`src/rtl/uart_rx_framer.sv`:
```
// uart_rx_framer: hunts for SYNC_WORD in the UART receive word stream, then
// collects a length-prefixed, checksummed frame into a local buffer. Frames
// that pass the checksum are released on a valid/ready stream with m_last.
// Frames with a bad length, a bad checksum or an inter-word stall are dropped
// with a one-cycle frame_err pulse.
module uart_rx_framer #(
  parameter int unsigned       W_OUT        = 16,
  parameter logic [W_OUT-1:0]  SYNC_WORD    = 16'hA55A,
  parameter int unsigned       MAX_LEN      = 16,
  parameter int unsigned       TIMEOUT_CLKS = 2000000
) (
  input  logic             clk,
  input  logic             rstn,
  input  logic             s_valid,
  input  logic [W_OUT-1:0] s_data,
  output logic             m_valid,
  output logic [W_OUT-1:0] m_data,
  output logic             m_last,
  input  logic             m_ready,
  output logic             frame_err,
  output logic             overflow,
  output logic             busy
);

  localparam int unsigned IW = (MAX_LEN > 1) ? $clog2(MAX_LEN) : 1;
  localparam int unsigned TW = $clog2(TIMEOUT_CLKS + 1);

  localparam logic [2:0] HUNT    = 3'd0;
  localparam logic [2:0] LEN     = 3'd1;
  localparam logic [2:0] PAYLOAD = 3'd2;
  localparam logic [2:0] CSUM    = 3'd3;
  localparam logic [2:0] DRAIN   = 3'd4;

  localparam logic [TW-1:0]    TMO_LAST  = TW'(TIMEOUT_CLKS - 1);
  localparam logic [W_OUT-1:0] MAX_LEN_W = W_OUT'(MAX_LEN);

  logic [2:0]       state;
  logic [W_OUT-1:0] pay_buf [MAX_LEN];
  logic [IW-1:0]    len_m1;
  logic [IW-1:0]    wr_idx;
  logic [IW-1:0]    rd_idx;
  logic [W_OUT-1:0] sum;
  logic [TW-1:0]    tmo_cnt;
  logic             in_frame;
  logic             expire;
  logic             len_ok;

  // Frame-state decode, timeout expiry and length range check
  always_comb begin
    in_frame = (state == LEN) || (state == PAYLOAD) || (state == CSUM);
    // an arriving word always beats a coincident expiry
    expire   = in_frame && !s_valid && (tmo_cnt == TMO_LAST);
    len_ok   = (s_data != '0) && (s_data <= MAX_LEN_W);
  end

  // Output stream is decoded from registered state only, never from m_ready
  always_comb begin
    m_valid = (state == DRAIN);
    m_data  = m_valid ? pay_buf[rd_idx] : '0;
    m_last  = m_valid && (rd_idx == len_m1);
    busy    = (state != HUNT);
  end

  // Payload buffer write port; contents need no reset since reads are gated
  always_ff @(posedge clk) begin
    if (state == PAYLOAD && s_valid) begin
      pay_buf[wr_idx] <= s_data;
    end
  end

  // Framing state machine, checksum accumulation and inter-word timeout
  always_ff @(posedge clk or negedge rstn) begin
    if (!rstn) begin
      state     <= HUNT;
      len_m1    <= '0;
      wr_idx    <= '0;
      rd_idx    <= '0;
      sum       <= '0;
      tmo_cnt   <= '0;
      frame_err <= 1'b0;
      overflow  <= 1'b0;
    end else begin
      frame_err <= 1'b0;
      overflow  <= 1'b0;
      tmo_cnt   <= '0;
      if (expire) begin
        frame_err <= 1'b1;
        state     <= HUNT;
      end else begin
        case (state)
          HUNT: begin
            if (s_valid && s_data == SYNC_WORD) begin
              state <= LEN;
            end
          end
          LEN: begin
            if (s_valid) begin
              if (len_ok) begin
                len_m1 <= IW'(s_data - W_OUT'(1));
                sum    <= '0;
                wr_idx <= '0;
                state  <= PAYLOAD;
              end else begin
                frame_err <= 1'b1;
                state     <= HUNT;
              end
            end else begin
              tmo_cnt <= tmo_cnt + 1'b1;
            end
          end
          PAYLOAD: begin
            if (s_valid) begin
              sum    <= sum + s_data;
              wr_idx <= wr_idx + 1'b1;
              if (wr_idx == len_m1) begin
                state <= CSUM;
              end
            end else begin
              tmo_cnt <= tmo_cnt + 1'b1;
            end
          end
          CSUM: begin
            if (s_valid) begin
              if (s_data == sum) begin
                rd_idx <= '0;
                state  <= DRAIN;
              end else begin
                frame_err <= 1'b1;
                state     <= HUNT;
              end
            end else begin
              tmo_cnt <= tmo_cnt + 1'b1;
            end
          end
          DRAIN: begin
            // words arriving while draining are dropped and flagged
            overflow <= s_valid;
            if (m_ready) begin
              if (rd_idx == len_m1) begin
                state <= HUNT;
              end else begin
                rd_idx <= rd_idx + 1'b1;
              end
            end
          end
          default: state <= HUNT;
        endcase
      end
    end
  end

endmodule

```
`config.mk`:
```
export PLATFORM = sky130hd
export DESIGN_NAME = uart_rx_framer
export DESIGN_NICKNAME = d
export VERILOG_FILES = /design/src/rtl/uart_rx_framer.sv
export SDC_FILE = /design/constraint.sdc
export NUM_CORES = 1
export LEC_CHECK = 0
export ABC_AREA = 1
export BUFFER_PORTS_ARGS = -buffer_cell sky130_fd_sc_hd__buf_2
export CAP_MARGIN = 20
export CORE_UTILIZATION = 62
export DETAILED_ROUTE_END_ITERATION = 6
export PLACE_DENSITY = 0.86
export SYNTH_ARGS = -nofsm -noshare
export SYNTH_HDL_FRONTEND = slang
export SYNTH_SLANG_ARGS = --single-unit
```
`constraint.sdc`:
```
create_clock -name clk -period 3.2 [get_ports clk]
set_clock_uncertainty 0.15 [all_clocks]
set_input_delay 0.32 -clock clk [delete_from_list [all_inputs] [get_ports clk]]
set_output_delay 0.32 -clock clk [all_outputs]
set_load 0.005 [all_outputs]
```
## Yosys cells after proc, flatten, opt, wreduce, memory -nomap -nowiden

Memories as Yosys holds them, arrays and structs flattened.
Cells that the tools add are included.
W data, S select, Z words.

| storage, ports and cells | value |
|---|---|
| bits in registers | 54 |
| bits in writable memories | 256 |
| bits of input ports | 20 |
| output and inout port bits | 21 |
| word-level logic and storage cells | 96 |
| memories | 1 |

Memory list:

| memory | depth | bits a word | rd ports | clocked after Yosys merged registers in | write ports | RTL line | source |
|---|---|---|---|---|---|---|---|
| pay_buf | 16 | 16 | 1 | 0 | 1 | 38 | `logic [W_OUT-1:0] pay_buf [MAX_LEN];` |

| cells by class | value |
|---|---|
| add/sub/neg operators | 5 |
| $lt $le $gt $ge | 1 |
| eq/ne operators | 23 |
| multiplexer cells | 38 |
| bitwise operators | 1 |
| reductions and logical operators | 19 |

Operators with widths:

| operator | count |
|---|---|
| $mux W16 | 4 |
| $mux W21 | 3 |
| $pmux W16 S2 | 1 |
| $mux W4 | 7 |
| $mux W3 | 9 |
| $add A21 B1 Y21 const B | 1 |
| $eq A21 B21 Y1 const B | 1 |
| $add A16 B16 Y16 | 1 |
| $eq A16 B16 Y1 | 1 |
| $eq A16 B16 Y1 const B | 1 |
| $le A16 B5 Y1 const B | 1 |
| $pmux W4 S2 | 2 |
| $reduce_bool A16 Y1 | 1 |
| $pmux W3 S5 | 1 |
| $ne A3 B3 Y1 const B | 4 |
| $ne A2 B2 Y1 const B | 5 |
| $mux W1 | 9 |
| $add A4 B1 Y4 const B | 2 |
| $eq A4 B4 Y1 | 2 |
| $reduce_and A7 Y1 | 1 |
| $eq A3 B2 Y1 const B | 2 |
| $logic_and A1 B1 Y1 | 6 |
| $ne A3 B1 Y1 const B | 2 |
| $reduce_and A6 Y1 | 1 |
| other kinds (16) | 19 |

## Longest topological paths before layout

Gate-level depths: netlist (run 1).

| depth | value |
|---|---|
| depth after elaboration | 7 |
| depth in mapped cells | 11 |
| depth with buffers taken out | 11 |

## Worst setup path before layout (run 1)

No wires, ideal clock.

| timing | value |
|---|---|
| kind | reg-to-reg |
| start | register state[0] |
| end | memory pay_buf[0][0], enable pin |
| setup time | 0.388 ns |
| arrival | 1.878 ns |
| required time | 2.662 ns |
| path slack | 0.783 ns |
| stages on the path, launching flop included | 9 |
| path buffers | 1 |
| period minus slack after synthesis | 2.417 ns |
| cell sequence | dfrtp_1 inv_2 nand2_1 nor2_2 inv_2 nor2_4 buf_4 nand2_1 nor2_1 |

| on the way | value |
|---|---|
| longest elaborated chain between the ends | 4 |

Ends and longest elaborated chain:

| item | RTL line | source |
|---|---|---|
| start, declared | 37 | `logic [2:0] state;` |
| start signal, assigned | 74 | `state <= HUNT;` |
| start signal, assigned | 88 | `state <= HUNT;` |
| start signal, assigned | 93 | `state <= LEN;` |
| $eq A3 B2 Y1 | 66 | `if (state == PAYLOAD && s_valid) begin` |
| $logic_and A1 B1 Y1 | 66 |  |
| $mux W1 | 66 |  |
| $mux W1 (not written as such) | 67 | `pay_buf[wr_idx] <= s_data;` |
| end, declared | 38 |  |

Every way passes these cells.

## Worst setup path after layout (run 1)

| timing | value |
|---|---|
| start | register rd_idx[0] |
| end | output m_data[15] |

| on the way | value |
|---|---|
| longest elaborated chain between the ends | 2 |

Ends and longest elaborated chain:

| item | RTL line | source |
|---|---|---|
| start, declared | 41 | `logic [IW-1:0] rd_idx;` |
| start signal, assigned | 142 | `rd_idx <= rd_idx + 1'b1;` |
| $mem_v2 Z16 W16 | - |  |
| $mux W16 | 59 | `m_data = m_valid ? pay_buf[rd_idx] : '0;` |
| end, declared | 17 | `output logic [W_OUT-1:0] m_data,` |

Every way passes these cells.

==> metrics.csv, run 1 <==
metric,value,unit
synthArstFlopShare,17.42,%
vias,10702,
fmax,0.3224,GHz
vias_per_cell,6.273,
fin_ws,98.15,ps
insertion_delay,510,ps
grt_pass1_wl,55.55,mm
hold_violations,0,
sequentialPowerShare,47.1,%
rows,54,
postCtsSetupRepairBufs,0,
synth_nets,1393,
setup_viol_count_final,0,
status,"complete, but fails checks",
synth.largest_area_cell,edfxtp_1,
endpoint_kind,primary output,
synth-seq-cells,310,
slew_viol_final,0,
synth_edf_count,256,
fin_crit,3102,ps
finalSetupTns,0,ps
hold_class,in2reg,
hpwl,22.82,mm
nFillCells,1508,
grt_max_degree,123,
final_cell_mix,"nor2_1 (277), edfxtp_1 (256), nand2_1 (181)",
wirelength,36.42,mm
start_util,64.04,%
power_frac_comb,14.0,%
failed_checks,design-rule violations,
multi_input_area,4576,µm²
gp_congestion,0.9562,
rsz0062_at_grt,no,
clock_sinks,310,
root_buffer,clkbuf_16,
switchingPower,2.583,mW
path_max_fanout,52,
antenna_found_initial,0,
cp_data_arrival_time,2630,ps
syn_avg_cell_area,10.50,µm²
wl_per_cell,21.35,µm
register_area,9045,µm²
tightest_slew,786.1,ps
synth_area_leaders,"edfxtp_1 (54%), dfrtp_1 (9.5%), nor2_1 (7.7%)",
die-area,23430,µm²
required,2730,ps
antennaDiodeCount,0,
slew_headroom,47.59,%
fin_nets,1448,
synthCells,1348,
drt-pass1-iter-count,7,
syn2layout_area_growth,12.25,%
final_common_cell,nor2_1,
startpoint_type,flip-flop,
fp.dieW,153.1,µm
drc,14,
die_y,153.1,µm
layout-drive-gt1-share,12.34,%
swShare,26.11,%
synth-seq-area-share,63.88,%
fin_crit_sh,96.93,%
cellPowerDensity,622.9,nW/µm²
preCtsSetupSlack,593.7,ps
detail-route-antenna-nets,0,
syn-cell-area,14150,µm²
yosysUniqueCellTypes,39,
pwr-share-clk,39.0,%
numPortBuffers,40,
num_io_pins,41,
cts_max_level,2,
synth_top_area_share,54.33,%
grt_pass1_vias,10470,
first_iter_violations,1348,
path_clk_slew,60,ps
peakVddDrop,650.4,µV
clock_path_buffers,3,
overflow,0,
cap_violations,0,
cts_tree,yes,
ys_warn_count,0,
synth_ff_type,edfxtp_1,
p_int,7.311,mW
power.leakage,5.881,nW
core_region_area,22090,µm²
critPathKind,reg2out,
track_usage,31.01,%
cts_made_buffers,34,
-- cells in the mapped netlist, types with 7 or more instances --
cell      number
xor2_1         7
ha_1          24
nor2_1       291
dfrtp_1       54
edfxtp_1     256
o211ai_1      64
o21ai_1       82
nand2_1      181
buf_2         11
nand3_1       66
inv_1         57
o21ai_0       86
nand4_1       15
nor3_1        16
clkbuf_1      26
buf_4         13
inv_2         10
xnor2_1        7
a21oi_1       38
-- through the flow --
step                hold WS (ps)  instance area [µm²]  power, mW  utilization [%]  instances
floorplan                 -125.6                14150      5.690                -       1348
global placement           276.2                14740      6.013            66.70       1645
detailed placement         281.5                14740      6.071            66.70       1645
CTS                        6.783                15830      9.894            71.66       1705
global route               19.14                15880      10.26            71.89       1706
finish                     24.93                15880      9.894            71.89       1706
-- power by group through the flow --
| stage | logic [mW] | clock network, mW | registers [mW] |
|---|---|---|---|
| finish | 1.38 | 3.86 | 4.66 |
| global route | 1.56 | 4.03 | 4.67 |
| CTS | 1.36 | 3.88 | 4.65 |
| detailed placement | 1.34 | 0 | 4.73 |
| global placement | 1.29 | 0 | 4.72 |
| floorplan | 0.985 | 0 | 4.70 |
-- final timing paths --
path,startpoint,endpoint,slack [ps],depth (start not counted)
max,rd_idx[0]$_DFFE_PN0P_,m_data[15],100,7
min,m_ready,state[2]$_DFFE_PN0P_,20,4
max reg2reg,state[0]$_DFFE_PN0P_,pay_buf[7][2]$_DFFE_PP_,760,8
min reg2reg,sum[0]$_DFFE_PN0P_,sum[0]$_DFFE_PN0P_,330,2
max in group asynchronous,rstn,overflow$_DFF_PN0_,1820,3
min in group asynchronous,rstn,tmo_cnt[3]$_DFF_PN0_,300,2
-- logic make-up after synthesis --
group	after synthesis	synth area share [%]
buffers and inverters	127	4.138
adder cells (fa/ha/maj)	25	2.264
XOR/XNOR	14	0.8666
AND/OR/NAND/NOR	597	17.90
AO/OA/AOI/OAI	275	10.96
flip-flops	310	63.88
-- worst max-delay path, cell delays in order (launching register included) --
cell,delay (ps)
dfrtp_4,590
inv_4,250
buf_12,280
nor2_1,90
o211ai_1,210
nand3_1,200
a21oi_2,320
buf_2,170
-- sequential cells by signal (all words and copies together), names as in the netlist --
name and flops:
frame_err 1, len_m1 4, overflow 1, pay_buf 256, rd_idx 4, state 3
sum 16, tmo_cnt 21, wr_idx 4
-- per-layer routing --
layer | global-route usage (%) | vias up | share of wire (%)
li1 | - | 4831 | -
met3 | 5.330 | 95 | 11
met1 | 42.04 | 5107 | 38
met5 | 0 | - | 0
met4 | 11.93 | 0 | 3.2
met2 | 50.49 | 669 | 48
-- area by class of cell --
cell class / count / area share [%]
Clock buffer: 43 / 5.703
Clock inverter: 16 / 1.134
Inverter: 67 / 1.607
Multi-Input combinational cell: 911 / 28.81
Sequential cell: 310 / 56.95
Tap cell: 280 / 2.206
Timing Repair Buffer: 79 / 3.592
-- repair_timing --
action,in CTS,in global routing
resized for setup,0,7
hold buffers,1,0
setup endpoints to repair,0,6
hold endpoints to repair,32,0
(Power assumes the default switching activity.)
==> run 2, diff against run 1 <==
Settings changed: CORE_UTILIZATION 62 to 65, CTS_BUF_LIST set to sky130_fd_sc_hd__clkbuf_8, PLACE_DENSITY 0.86 to 0.9.
==> metrics.csv, run 2 (synthesis results as in run 1) <==
metric,value,unit,change
drc,1,,-13
syn2layout_area_growth,11.20,%,
reg2reg_from,state[0]$_DFFE_PN0P_,,
insertion_delay,590,ps,+80 ps
fmax,0.3209,GHz,-0.47%
die-area,22360,µm²,-4.6%
num_io_pins,41,,unchanged
cellPowerDensity,588.1,nW/µm²,-5.6%
pwr-share-clk,34.4,%,-4.6 points
fin_nets,1466,,+1.2%
r2r_cells,8,,unchanged
holdPathEnd,pay_buf[8][9]$_DFFE_PP_,,
total_power,9.253,mW,-6.5%
cp_slowest_cell,buf_4,,
cp_num_buf_inv,2,,-1
die_y,149.5,µm,-2.3%
path_cells,buf_4 > o21ai_1 > o211ai_1 > nand3_1 > a21oi_1 > buf_2,,
track_usage,33.28,%,+2.3 points
first_iter_violations,1485,,+10%
path_max_fanout,62,,+19%
grt_max_degree,108,,-12%
root_buffer,clkbuf_8,,
cp_data_arrival_time,2650,ps,+20 ps
vias_per_cell,6.301,,+0.44%
largest_reg_flops,256,,unchanged
final_common_cell,nor2_1,,
final_cell_mix,"nor2_1 (276), edfxtp_1 (256), nand2_1 (181)",,
placed_cell_area,14700,µm²,-0.25%
switchingPower,2.655,mW,+2.8%
slew_viol_final,0,,unchanged
reg_top3,"pay_buf (256), tmo_cnt (21), sum (16)",,
drt-pass1-iter-count,7,,unchanged
overflow,0,,unchanged
vias,10938,,+2.2%
startpoint_type,flip-flop,,
path_clk_slew,70,ps,about the same
cp_top_family,compound AO/OA/AOI/OAI gates,,
wirelength,36.84,mm,+1.2%
grt_pass1_vias,10586,,+1.1%
status,"complete, but fails checks",,
antennaDiodeCount,0,,unchanged
wl_per_cell,21.22,µm,-0.59%
cap_violations,0,,unchanged
cts_max_level,2,,unchanged
required,2730,ps,about the same
slew_headroom,39.11,%,-8.5 points
numPortBuffers,40,,unchanged
critPathMaxStageDelay,530,ps,-60 ps
regToRegEndpoint,pay_buf[14][6]$_DFFE_PP_,,
clock_path_buffers,3,,unchanged
hold_class,in2reg,,
clock_sinks,310,,unchanged
peakVddDrop,455.8,µV,-30%
grt_pass1_wl,55.84,mm,+0.53%
setup_viol_count_final,0,,unchanged
fin_crit_sh,97.39,%,+0.46 points
nFillCells,1329,,-12%
r2r_slack,760,ps,about the same
fp.dieW,149.5,µm,-2.3%
fin_crit,3117,ps,+14.72 ps
antenna_found_initial,0,,unchanged
tightest_slew,911.2,ps,+125.1 ps
layout-drive-gt1-share,12.59,%,+0.25 points
power.leakage,5.873,nW,-0.15%
core_region_area,21150,µm²,-4.3%
power_frac_comb,15.2,%,+1.2 points
hpwl,21.98,mm,-3.7%
hold_violations,0,,unchanged
critPathKind,reg2out,,
rsz0062_at_grt,yes,,
p_int,6.599,mW,-9.7%
final_area,15740,µm²,-0.93%
detail-route-antenna-nets,0,,unchanged
failed_checks,design-rule violations,,
gp_congestion,0.8468,,-11%
start_util,66.89,%,+2.8 points
swShare,28.69,%,+2.6 points
endpoint_kind,primary output,,
sequentialPowerShare,50.4,%,+3.3 points
cts_tree,yes,,
hp-start,s_data[9],,
cts_made_buffers,49,,+44%
whs_path_depth,1,,-3
rows,53,,-1.9%
top_register,pay_buf,,
[run 2: timing repair]
action                     CTS  global route
setup buffers                0             1
hold endpoints to repair    53             0
resized for setup            0             3
hold buffers                 6             0
setup endpoints to repair    0            13
[run 2: power by group through the flow]
| stage | logic, mW | registers (mW) | clock network, mW |
|---|---|---|---|
| floorplan | 0.985 | 4.70 | 0 |
| global placement | 1.28 | 4.73 | 0 |
| detailed placement | 1.35 | 4.74 | 0 |
| CTS | 1.38 | 4.66 | 3.18 |
| global route | 1.58 | 4.68 | 3.36 |
| finish | 1.41 | 4.66 | 3.18 |
[run 2: layout make-up]
type                            instances  area (µm²)  share of cell area, %
Timing Repair Buffer                   82       599.3                  3.809
Sequential cell                       310        9045                  57.48
Inverter                               67       259.0                  1.646
Multi-Input combinational cell        911        4563                  29.00
Clock inverter                         42       250.2                  1.590
Clock buffer                           49       674.4                  4.286
Tap cell                              275       344.1                  2.187
[run 2: worst max-delay path by stage]
stage | startpoint | to | slack (ps) | cells past startpoint
finish | rd_idx[1]$_DFFE_PN0P_ | m_data[10] | 80 | 6
global route | rd_idx[1]$_DFFE_PN0P_ | m_data[2] | -30 | 6
CTS | rd_idx[0]$_DFFE_PN0P_ | m_data[10] | 10 | 6
detailed placement | rd_idx[0]$_DFFE_PN0P_ | m_data[10] | 660 | 6
global placement | rd_idx[0]$_DFFE_PN0P_ | m_data[8] | 750 | 7
floorplan | state[0]$_DFFE_PN0P_ | pay_buf[0][0]$_DFFE_PP_ | 780 | 8
[run 2: routing by layer]
layer	up-vias	routed length [µm]	track usage (%)
li1	4877	-	-
met1	5103	13610	44.36
met2	836	17340	53.70
met3	122	4794	6.860
met4	0	1094	13.37
met5	-	0	0
[run 2: per-stage QoR]
stage	TNS [ps]	cells	hold WS [ps]	setup WS [ps]	utilization (%)
floorplan	0	1348	-125.6	783.1	-
global placement	0	1637	271.1	749.3	69.49
detailed placement	0	1637	269.1	655.4	69.49
CTS	0	1734	9.050	14.70	74.14
global route	-48.25	1736	28.50	-33.23	74.38
finish	0	1736	22.84	83.43	74.38
==> run 3, diff against run 2 <==
Settings changed: ABC_AREA 1 to 0, CORE_UTILIZATION 65 to 64, PLACE_DENSITY 0.9 to 0.89, SETUP_SLACK_MARGIN set to 0.3.
==> metrics.csv, run 3 <==
metric,value,unit,change
cp_data_arrival_time,2660,ps,about the same
r2r_cells,6,,-2
root_buffer,clkbuf_8,,
first_iter_violations,745,,-50%
cts_made_buffers,47,,-4.1%
pwr-share-clk,39.9,%,+5.5 points
antennaDiodeCount,0,,unchanged
cts_max_level,2,,unchanged
cts_tree,yes,,
synthCells,776,,-42%
synth_ff_type,edfxtp_1,,
sequentialPowerShare,55.5,%,+5.1 points
synthArstFlopShare,17.42,%,unchanged
syn-cell-area,13310,µm²,-6.0%
regToRegEndpoint,rd_idx[3]$_DFFE_PN0P_,,
switchingPower,1.727,mW,-35%
power_frac_comb,4.5,%,-11 points
synth_top_area_share,57.78,%,+3.4 points
cap_violations,0,,unchanged
syn_avg_cell_area,17.15,µm²,+63%
fin_crit_sh,97.80,%,+0.41 points
slew_viol_final,0,,unchanged
fin_crit,3130,ps,+13.10 ps
total_power,7.912,mW,-14%
fmax,0.3195,GHz,-0.42%
vias_per_cell,6.516,,+3.4%
reg_top3,"pay_buf (256), tmo_cnt (21), sum (16)",,
insertion_delay,560,ps,-30 ps
final_core_util,75.27,%,+0.89 points
fin_ws,70.33,ps,-13.10 ps
whs_path_depth,1,,unchanged
wirelength,31.43,mm,-15%
nFillCells,1142,,-14%
preCtsSetupSlack,314.7,ps,-340.7 ps
hp-start,s_data[11],,
fin_nets,934,,-36%
rows,52,,-1.9%
peakVddDrop,299.6,µV,-34%
overflow,0,,unchanged
path_clk_slew,70,ps,about the same
numPortBuffers,40,,unchanged
startpoint_type,flip-flop,,
swShare,21.83,%,-6.9 points
antenna_found_initial,0,,unchanged
grt_max_degree,32,,-70%
final_cell_mix,"edfxtp_1 (256), mux4_2 (80), dfrtp_1 (52)",,
p_int,6.185,mW,-6.3%
slew_headroom,52.55,%,+13 points
endpoint_kind,primary output,,
ys_warn_count,0,,unchanged
layout-drive-gt1-share,28.37,%,+16 points
die_y,146.2,µm,-2.2%
wl_per_cell,26.25,µm,+24%
synth_nets,821,,-41%
syn2layout_area_growth,14.84,%,
reg2reg_from,sum[13]$_DFFE_PN0P_,,
r2r_slack,440,ps,-320 ps
fp.dieW,146.2,µm,-2.2%
synth_edf_count,256,,unchanged
synth-seq-cells,310,,unchanged
tightest_slew,704.3,ps,-206.9 ps
required,2730,ps,about the same
synth_area_leaders,"edfxtp_1 (58%), mux4_2 (14%), dfrtp_1 (10%)",,
status,"complete, no violations",,
setup_viol_count_final,0,,unchanged
cellPowerDensity,517.8,nW/µm²,-12%
core_region_area,20300,µm²,-4.0%
detail-route-antenna-nets,0,,unchanged
critPathKind,reg2out,,
top_register,pay_buf,,
num_io_pins,41,,unchanged
path_max_fanout,8,,-87%
clock_sinks,310,,unchanged
register_area,9046,µm²,about the same
hold_violations,0,,unchanged
power.leakage,5.456,nW,-7.1%
hold_class,in2reg,,
largest_reg_flops,256,,unchanged
grt_pass1_wl,47.43,mm,-15%
holdWs,25.17,ps,+2.329 ps
final_area,15280,µm²,-2.9%
track_usage,30.70,%,-2.6 points
final_common_cell,edfxtp_1,,
drc,0,,-1
drt-pass1-iter-count,6,,-1
yosysUniqueCellTypes,56,,+44%
multi_input_area,4114,µm²,-9.8%
hpwl,19.07,mm,-13%
vias,7800,,-29%
holdPathEnd,pay_buf[11][11]$_DFFE_PP_,,
gp_congestion,0.9656,,+14%
die-area,21370,µm²,-4.4%
start_util,65.54,%,-1.3 points
placed_cell_area,14090,µm²,-4.1%
clock_path_buffers,3,,unchanged
synth-seq-area-share,67.93,%,+4.1 points
rsz0062_at_grt,yes,,
grt_pass1_vias,7940,,-25%
synth.largest_area_cell,edfxtp_1,,
synth.most_common_cell,edfxtp_1,,
synth_common_cells,"edfxtp_1 (256), mux4_2 (80), dfrtp_1 (54)",,
==> run 3: cell count changes after synthesis, sizes merged, moves of 21 or more <==
cell / before / now
nor2: 301 / 40
and2: 0 / 21
buf: 33 / 9
mux4: 0 / 80
nand3: 66 / 15
nand2: 184 / 45
o21ai: 169 / 29
inv: 67 / 13
o211ai: 64 / 2
==> run 3: worst max path at each step <==
stage / start / end
finish: rd_idx[0]$_DFFE_PN0P_ / m_data[6]
global route: rd_idx[0]$_DFFE_PN0P_ / m_data[6]
CTS: rd_idx[0]$_DFFE_PN0P_ / m_data[6]
detailed placement: s_data[12] / rd_idx[3]$_DFFE_PN0P_
global placement: s_data[12] / rd_idx[3]$_DFFE_PN0P_
floorplan: state[2]$_DFFE_PN0P_ / pay_buf[0][0]$_DFFE_PP_
==> run 3: power by group through the flow <==
stage / clock network, mW / logic (mW) / registers [mW]
2_1_floorplan: 0 / 0.185 / 4.48
3_3_place_gp: 0 / 0.301 / 4.48
3_5_place_dp: 0 / 0.316 / 4.49
4_1_cts: 3.18 / 0.354 / 4.39
5_1_grt: 3.35 / 0.388 / 4.39
6_report: 3.16 / 0.358 / 4.39
==> run 3: cell type report <==
cell class / count / share of cell area, %
clock buffer: 48 / 4.324
clock inverter: 39 / 1.646
inverter: 13 / 0.3194
multi-input combinational: 421 / 26.92
sequential: 310 / 59.20
tap: 270 / 2.211
timing repair buffer: 96 / 5.372
==> run 3: what timing repair did <==
item / 4_1_cts / 5_1_grt
resized for setup: 16 / 3
endpoints found under the hold margin: 28 / 0
pin swaps: 3 / 0
hold buffers: 4 / 0
gates cloned: 2 / 0
buffers inserted: 6 / 1
endpoints found under the setup margin: 17 / 19
==> run 3: cell families after synthesis <==
logic type / share of synthesized area, %
buf+inv: 1.617
compound gates: 4.034
mux: 13.54
xor+xnor: 2.896
flops: 67.93
simple gates: 7.570
fa+ha+maj: 2.407
==> run 3: worst max-delay path, cell delays in order, from the launching register on <==
cell and delay (ps):
dfrtp_4 480, buf_12 170, buf_12 130, buf_16 140, mux4_2 410, mux4_2 470, and2_1 170, buf_2 130
==> run 3: per-stage QoR <==
stage,std cells,setup TNS [ps]
5_1_grt,1197,0
4_1_cts,1196,0
3_5_place_dp,1097,0
6_report,1197,0
3_3_place_gp,1097,0
2_1_floorplan,776,-5533
==> run 3: metal layers <==
| layer | wire [µm] | global-route usage, % | up-vias |
|---|---|---|---|
| met1 | 11770 | 40.65 | 3991 |
| met3 | 2571 | 5.219 | 84 |
| met2 | 16170 | 52.02 | 423 |
| met5 | 0 | 0 | - |
| li1 | - | - | 3302 |
| met4 | 910 | 10.99 | 0 |
